[config.mk]
export PLATFORM = sky130hd
export DESIGN_NAME = divider_modulo_pipe
export DESIGN_NICKNAME = d
export VERILOG_FILES = /design/src/rtl/divider_modulo_pipe.sv
export SDC_FILE = /design/constraint.sdc
export NUM_CORES = 1
export LEC_CHECK = 0
export CAP_MARGIN = 10
export CORE_ASPECT_RATIO = 0.75
export CORE_MARGIN = 1
export CORE_UTILIZATION = 40
export DETAILED_ROUTE_END_ITERATION = 7
export GPL_TIMING_DRIVEN = 0
export PLACE_DENSITY = 0.57
export SYNTH_ARGS = -nofsm -noshare
export SYNTH_HDL_FRONTEND = slang
export SYNTH_SLANG_ARGS = --single-unit
[constraint.sdc]
create_clock -name clk -period 21.8 [get_ports clk]
set_input_delay 2.18 -clock clk [delete_from_list [all_inputs] [get_ports clk]]
set_output_delay 2.18 -clock clk [all_outputs]
set_load 0.1 [all_outputs]
[src/rtl/divider_modulo_pipe.sv]
// ============================================================================
// Module   : divider_modulo_pipe
// Brief    : Pipelined non-restoring unsigned divider/modulo, valid/ready I/O
// Revision : 1.0 - initial release
// ============================================================================
`default_nettype none

module divider_modulo_pipe #(
    parameter int DIVIDEND_W     = 32,
    parameter int DIVISOR_W      = 16,
    parameter int ROWS_PER_STAGE = 4
) (
    input  logic                  clk,
    input  logic                  rst_n,
    input  logic                  i_mode,
    input  logic                  i_valid_in,
    output logic                  o_ready_in,
    input  logic [DIVIDEND_W-1:0] i_dividend,
    input  logic [DIVISOR_W-1:0]  i_divisor,
    output logic                  o_valid_out,
    input  logic                  i_ready_out,
    output logic [DIVIDEND_W-1:0] o_result,
    output logic                  o_err
);
    localparam int Q_W = DIVIDEND_W - DIVISOR_W + 1;
    localparam int S   = (Q_W + ROWS_PER_STAGE - 1) / ROWS_PER_STAGE;
    localparam int R_W = DIVISOR_W + 1;

    // Stage 0 captures the accepted operands; stage k feeds row group k.
    logic [R_W-1:0]        r_rem  [S];
    logic [Q_W-1:0]        r_quo  [S];
    logic [Q_W-1:0]        r_lo   [S];
    logic [DIVISOR_W-1:0]  r_dvs  [S];
    logic                  r_mode [S];
    logic                  r_err  [S];
    logic                  r_vld  [S];
    logic                  r_valid_out;
    logic [DIVIDEND_W-1:0] r_result;
    logic                  r_err_out;

    logic                  w_adv;
    logic                  w_err_in;
    logic [R_W-1:0]        w_sh;
    logic [R_W-1:0]        w_rem_nx [S];
    logic [Q_W-1:0]        w_quo_nx [S];
    logic [Q_W-1:0]        w_lo_nx  [S];
    logic [DIVISOR_W-1:0]  w_fin;
    logic [DIVIDEND_W-1:0] w_result;

    assign w_adv      = ~r_valid_out | i_ready_out;
    assign o_ready_in = w_adv;
    assign w_err_in   = (i_divisor == '0) |
                        ({1'b0, i_dividend[DIVIDEND_W-1:Q_W]} >= i_divisor);

    // Partial remainders stay within [-d, d), so R_W-bit modular arithmetic is exact.
    always_comb begin
        w_sh = '0;
        for (int k = 0; k < S; k++) begin
            w_rem_nx[k] = r_rem[k];
            w_quo_nx[k] = r_quo[k];
            w_lo_nx[k]  = r_lo[k];
            for (int j = 0; j < ROWS_PER_STAGE; j++) begin
                if (k * ROWS_PER_STAGE + j < Q_W) begin
                    w_sh = {w_rem_nx[k][R_W-2:0], w_lo_nx[k][Q_W-1]};
                    if (w_rem_nx[k][R_W-1])
                        w_sh = w_sh + {1'b0, r_dvs[k]};
                    else
                        w_sh = w_sh - {1'b0, r_dvs[k]};
                    w_rem_nx[k] = w_sh;
                    w_quo_nx[k] = {w_quo_nx[k][Q_W-2:0], ~w_sh[R_W-1]};
                    w_lo_nx[k]  = {w_lo_nx[k][Q_W-2:0], 1'b0};
                end
            end
        end
    end

    always_comb begin
        w_fin = w_rem_nx[S-1][DIVISOR_W-1:0] +
                (w_rem_nx[S-1][R_W-1] ? r_dvs[S-1] : '0);
        if (r_err[S-1])
            w_result = r_mode[S-1] ? '1 : '0;
        else if (r_mode[S-1])
            w_result = {{(DIVIDEND_W-Q_W){1'b0}}, w_quo_nx[S-1]};
        else
            w_result = {{(DIVIDEND_W-DIVISOR_W){1'b0}}, w_fin};
    end

    always_ff @(posedge clk or negedge rst_n) begin
        if (!rst_n) begin
            for (int k = 0; k < S; k++) begin
                r_rem[k]  <= '0;
                r_quo[k]  <= '0;
                r_lo[k]   <= '0;
                r_dvs[k]  <= '0;
                r_mode[k] <= 1'b0;
                r_err[k]  <= 1'b0;
                r_vld[k]  <= 1'b0;
            end
            r_valid_out <= 1'b0;
            r_result    <= '0;
            r_err_out   <= 1'b0;
        end else if (w_adv) begin
            r_rem[0]  <= {2'b00, i_dividend[DIVIDEND_W-1:Q_W]};
            r_quo[0]  <= '0;
            r_lo[0]   <= i_dividend[Q_W-1:0];
            r_dvs[0]  <= i_divisor;
            r_mode[0] <= i_mode;
            r_err[0]  <= w_err_in;
            r_vld[0]  <= i_valid_in;
            for (int k = 1; k < S; k++) begin
                r_rem[k]  <= w_rem_nx[k-1];
                r_quo[k]  <= w_quo_nx[k-1];
                r_lo[k]   <= w_lo_nx[k-1];
                r_dvs[k]  <= r_dvs[k-1];
                r_mode[k] <= r_mode[k-1];
                r_err[k]  <= r_err[k-1];
                r_vld[k]  <= r_vld[k-1];
            end
            r_valid_out <= r_vld[S-1];
            r_result    <= w_result;
            r_err_out   <= r_err[S-1];
        end
    end

    assign o_valid_out = r_valid_out;
    assign o_result    = r_result;
    assign o_err       = r_err_out;

endmodule

`default_nettype wire

==> qor.yml <==
outcome:
  outcome: "completed"
route:
  drc: 0
  wl_per_cell_um: 18.8
  drtIter0Drc: 1827
  postRouteAntennaNets: 0
  vias: 24700
  wirelength_um: 86400
  viasPerCell: 5.39
  first_pass_iters: 5
global_route:
  grt_pass1_vias: 23000
  top_usage_layer: "met1"
  grt_first_pass_wirelength_um: 135000
  grt_max_degree: 85
  track_usage_pct: 24.2
  use_met3_pct: 2.39
  grt_overflow_total: 0
  met1_usage_pct: 40.1
  antenna_found_initial: 2
  grt_use_met2_pct: 33.5
clock_tree:
  cts_hold_buffers: 0
  post_cts_buffers: 0
  clock_path_buffers: 3
  cts_max_level: 1
  clockRootBuffer: "clkbuf_16"
  cts.sinks: 283
  cts_tree: "done"
  clk_pin_slew_worst_paths_ns: 0.06
  clk_latency_ns: 0.61
  cts_resized: 0
  cts_buffers: 31
floorplanning:
  die_area_mm2: 0.0705
  ioPinCount: 88
  core_area_mm2: 0.0685
  rows: 83
  die_y_um: 230
  start_util_pct: 40.5
  die_width_um: 306
synthesis:
  synth_cell_types: 73
  synth_top_cell_by_area: "dfrtp_1"
  netlist_top_cells_area: "dfrtp_1 25%, ha_1 14%, nand2_1 9.8%"
  yosysMostFrequentCell: "nand2_1"
  yosys_most_used_dff: "dfrtp_1"
  synthCells: 3545
  synth-seq-area-share_pct: 25.5
  yosys_register_bits: 283
  async_flop_share_pct: 100
  synth_area_mm2: 0.0278
  yosys.area.top_type_share_pct: 25.5
  avgSynthCellArea_um2: 7.84
  syn-num-nets: 3923
  yosys-top-cells-count: "727 x nand2_1, 307 x ha_1, 302 x xnor2_1, 283 x dfrtp_1, 278 x nor2_1"
  yosysWarnings: 0
  synth-edff-count: 0
timing:
  finalHoldViolCount: 0
  period_needed_ns: 17.38
  hold_ws_ns: 0.456
  tns_ns: 0
  rsz0062_at_grt: "no"
  max_slew_margin_pct: 18.0
  finClkSkew_ns: 0.0187
  fmax_mhz: 57.5
  report.final.slew_viol_count: 0
  worst_pin_slew_ns: 1.23
  finalCritPeriodShare_pct: 79.7
  setup_viol: 0
setup_path:
  slowest_stage: "xnor2_1"
  arrival_ns: 17.81
  max_stage_delay_ns: 0.75
  required_ns: 22.23
  timing.rr.start: "r_dvs[33]$_DFFE_PN0P_"
  critPathKind: "reg2reg"
  critPathLaunch: "r_dvs[33]$_DFFE_PN0P_"
  crit_path_start_kind: "flip-flop"
  crit_fanout: 10
  reg2reg_slack_ns: 4.42
  reg2reg_depth: 53
  endpoint_kind: "flip-flop"
  reg2reg_to: "r_quo[17]$_DFFE_PN0P_"
finish:
  fill_cells: 6968
  drive_above_1_share_pct: 3.60
  syn_to_final_growth_pct: 11.0
  final_core_util_pct: 45.0
  diodes: 0
  layout.nets: 4047
  finalNonFillerCells: 4583
hold_path:
  hp-start: "r_vld[0]$_DFFE_PN0P_"
  hold_depth: 2
  worstHoldPathType: "reg2reg"
  worstHoldEndpoint: "r_vld[0]$_DFFE_PN0P_"
placed_design:
  dp_cells: 4528
  routabilityCongestion: 0.897
  dp_hpwl_um: 69500
  io_buffers: 87
job:
  maxCapViolations: 0
flip-flops by register name, summed over array words and instances (netlist names):
signal and flops:
o_valid_out 1, r_err 5, r_rem 83, o_result 18
o_err 1, r_mode 5, r_quo 40, r_dvs 80
r_vld 5, r_lo 45
critical path, delay by kind of cell, from the launching register on:
| kind | cells | cell delay, ns |
|---|---|---|
| mux | 1 | 0.42 |
| flops | 1 | 0.46 |
| compound gates | 22 | 5.31 |
| fa+ha+maj | 4 | 1.77 |
| simple gates | 12 | 3.17 |
| buf+inv | 6 | 2.63 |
| xor+xnor | 8 | 3.37 |
layout make-up:
| class | count | area, um^2 | share of cell area [%] |
|---|---|---|---|
| Multi-Input combinational cell | 2982 | 19600 | 63.5 |
| Sequential cell | 283 | 7080 | 23.0 |
| Tap cell | 892 | 1120 | 3.62 |
| Timing Repair Buffer | 91 | 973 | 3.16 |
| Clock buffer | 40 | 830 | 2.69 |
| Buffer | 157 | 669 | 2.17 |
| Inverter | 123 | 462 | 1.50 |
| Clock inverter | 15 | 130 | 0.422 |
worst max-delay path by stage:
stage                                       end  slack [ns]  depth (start not counted)
final                     r_quo[17]$_DFFE_PN0P_        4.42                         53
after floorplan           r_rem[50]$_DFFE_PN0P_        9.02                         53
after detailed placement  r_rem[33]$_DFFE_PN0P_        4.97                         53
after CTS                 r_quo[17]$_DFFE_PN0P_        4.87                         53
after global routing      r_quo[17]$_DFFE_PN0P_        3.55                         53
after global placement    r_rem[50]$_DFFE_PN0P_        5.01                         53
logic make-up after synthesis:
group                    Yosys count  synth area share [%]
AO/OA/AOI/OAI                    722                  16.2
buffers and inverters            280                  4.07
XOR/XNOR                         463                  14.8
AND/OR/NAND/NOR                 1443                  23.1
flip-flops                       283                  25.5
adder cells (fa/ha/maj)          325                  15.1
multiplexers                      29                  1.11
stage by stage:
| stage | area (um^2) | worst slack [ns] |
|---|---|---|
| after floorplan | 27800 | 9.02 |
| after global placement | 29800 | 5.01 |
| after detailed placement | 29900 | 4.97 |
| after CTS | 30800 | 4.87 |
| after global routing | 30800 | 3.55 |
| final | 30800 | 4.42 |
cells in the final DEF (no fill, tap or decap), types with 10 or more instances in the layout:
cell type        count
nor3_1             105
buf_4               17
nand3_1             51
o21bai_1            25
o31ai_1             20
xnor2_1            302
nor4_1              11
a21oi_1            192
a21boi_0            12
nor2_1             278
and2_1              17
nand2b_1            55
nor2b_1             49
xor2_1             156
or3_1               50
a21o_1              71
o21a_1              49
nor3b_1             19
mux2i_1             14
buf_1               20
mux2_2              15
clkdlybuf4s50_1     86
inv_1              117
dfrtp_1            283
a211oi_1            27
a211o_1             10
a31oi_1             38
and3_1              19
or2_2               23
clkbuf_1           119
ha_1               307
fa_1                18
o211ai_1            21
nand2_1            727
o21ai_0            194
clkbuf_16           31
routing by layer:
| metal | vias to the layer above | share of wire (%) |
|---|---|---|
| met1 | 11700 | 55 |
| li1 | 12400 | - |
| met2 | 604 | 38 |
| met5 | - | 0.015 |
| met3 | 54 | 5.6 |
| met4 | 2 | 1.0 |
Power is left out: the tool's default activity adds up to more than one toggle a clock period on the data nets, which glitch-free logic cannot reach.
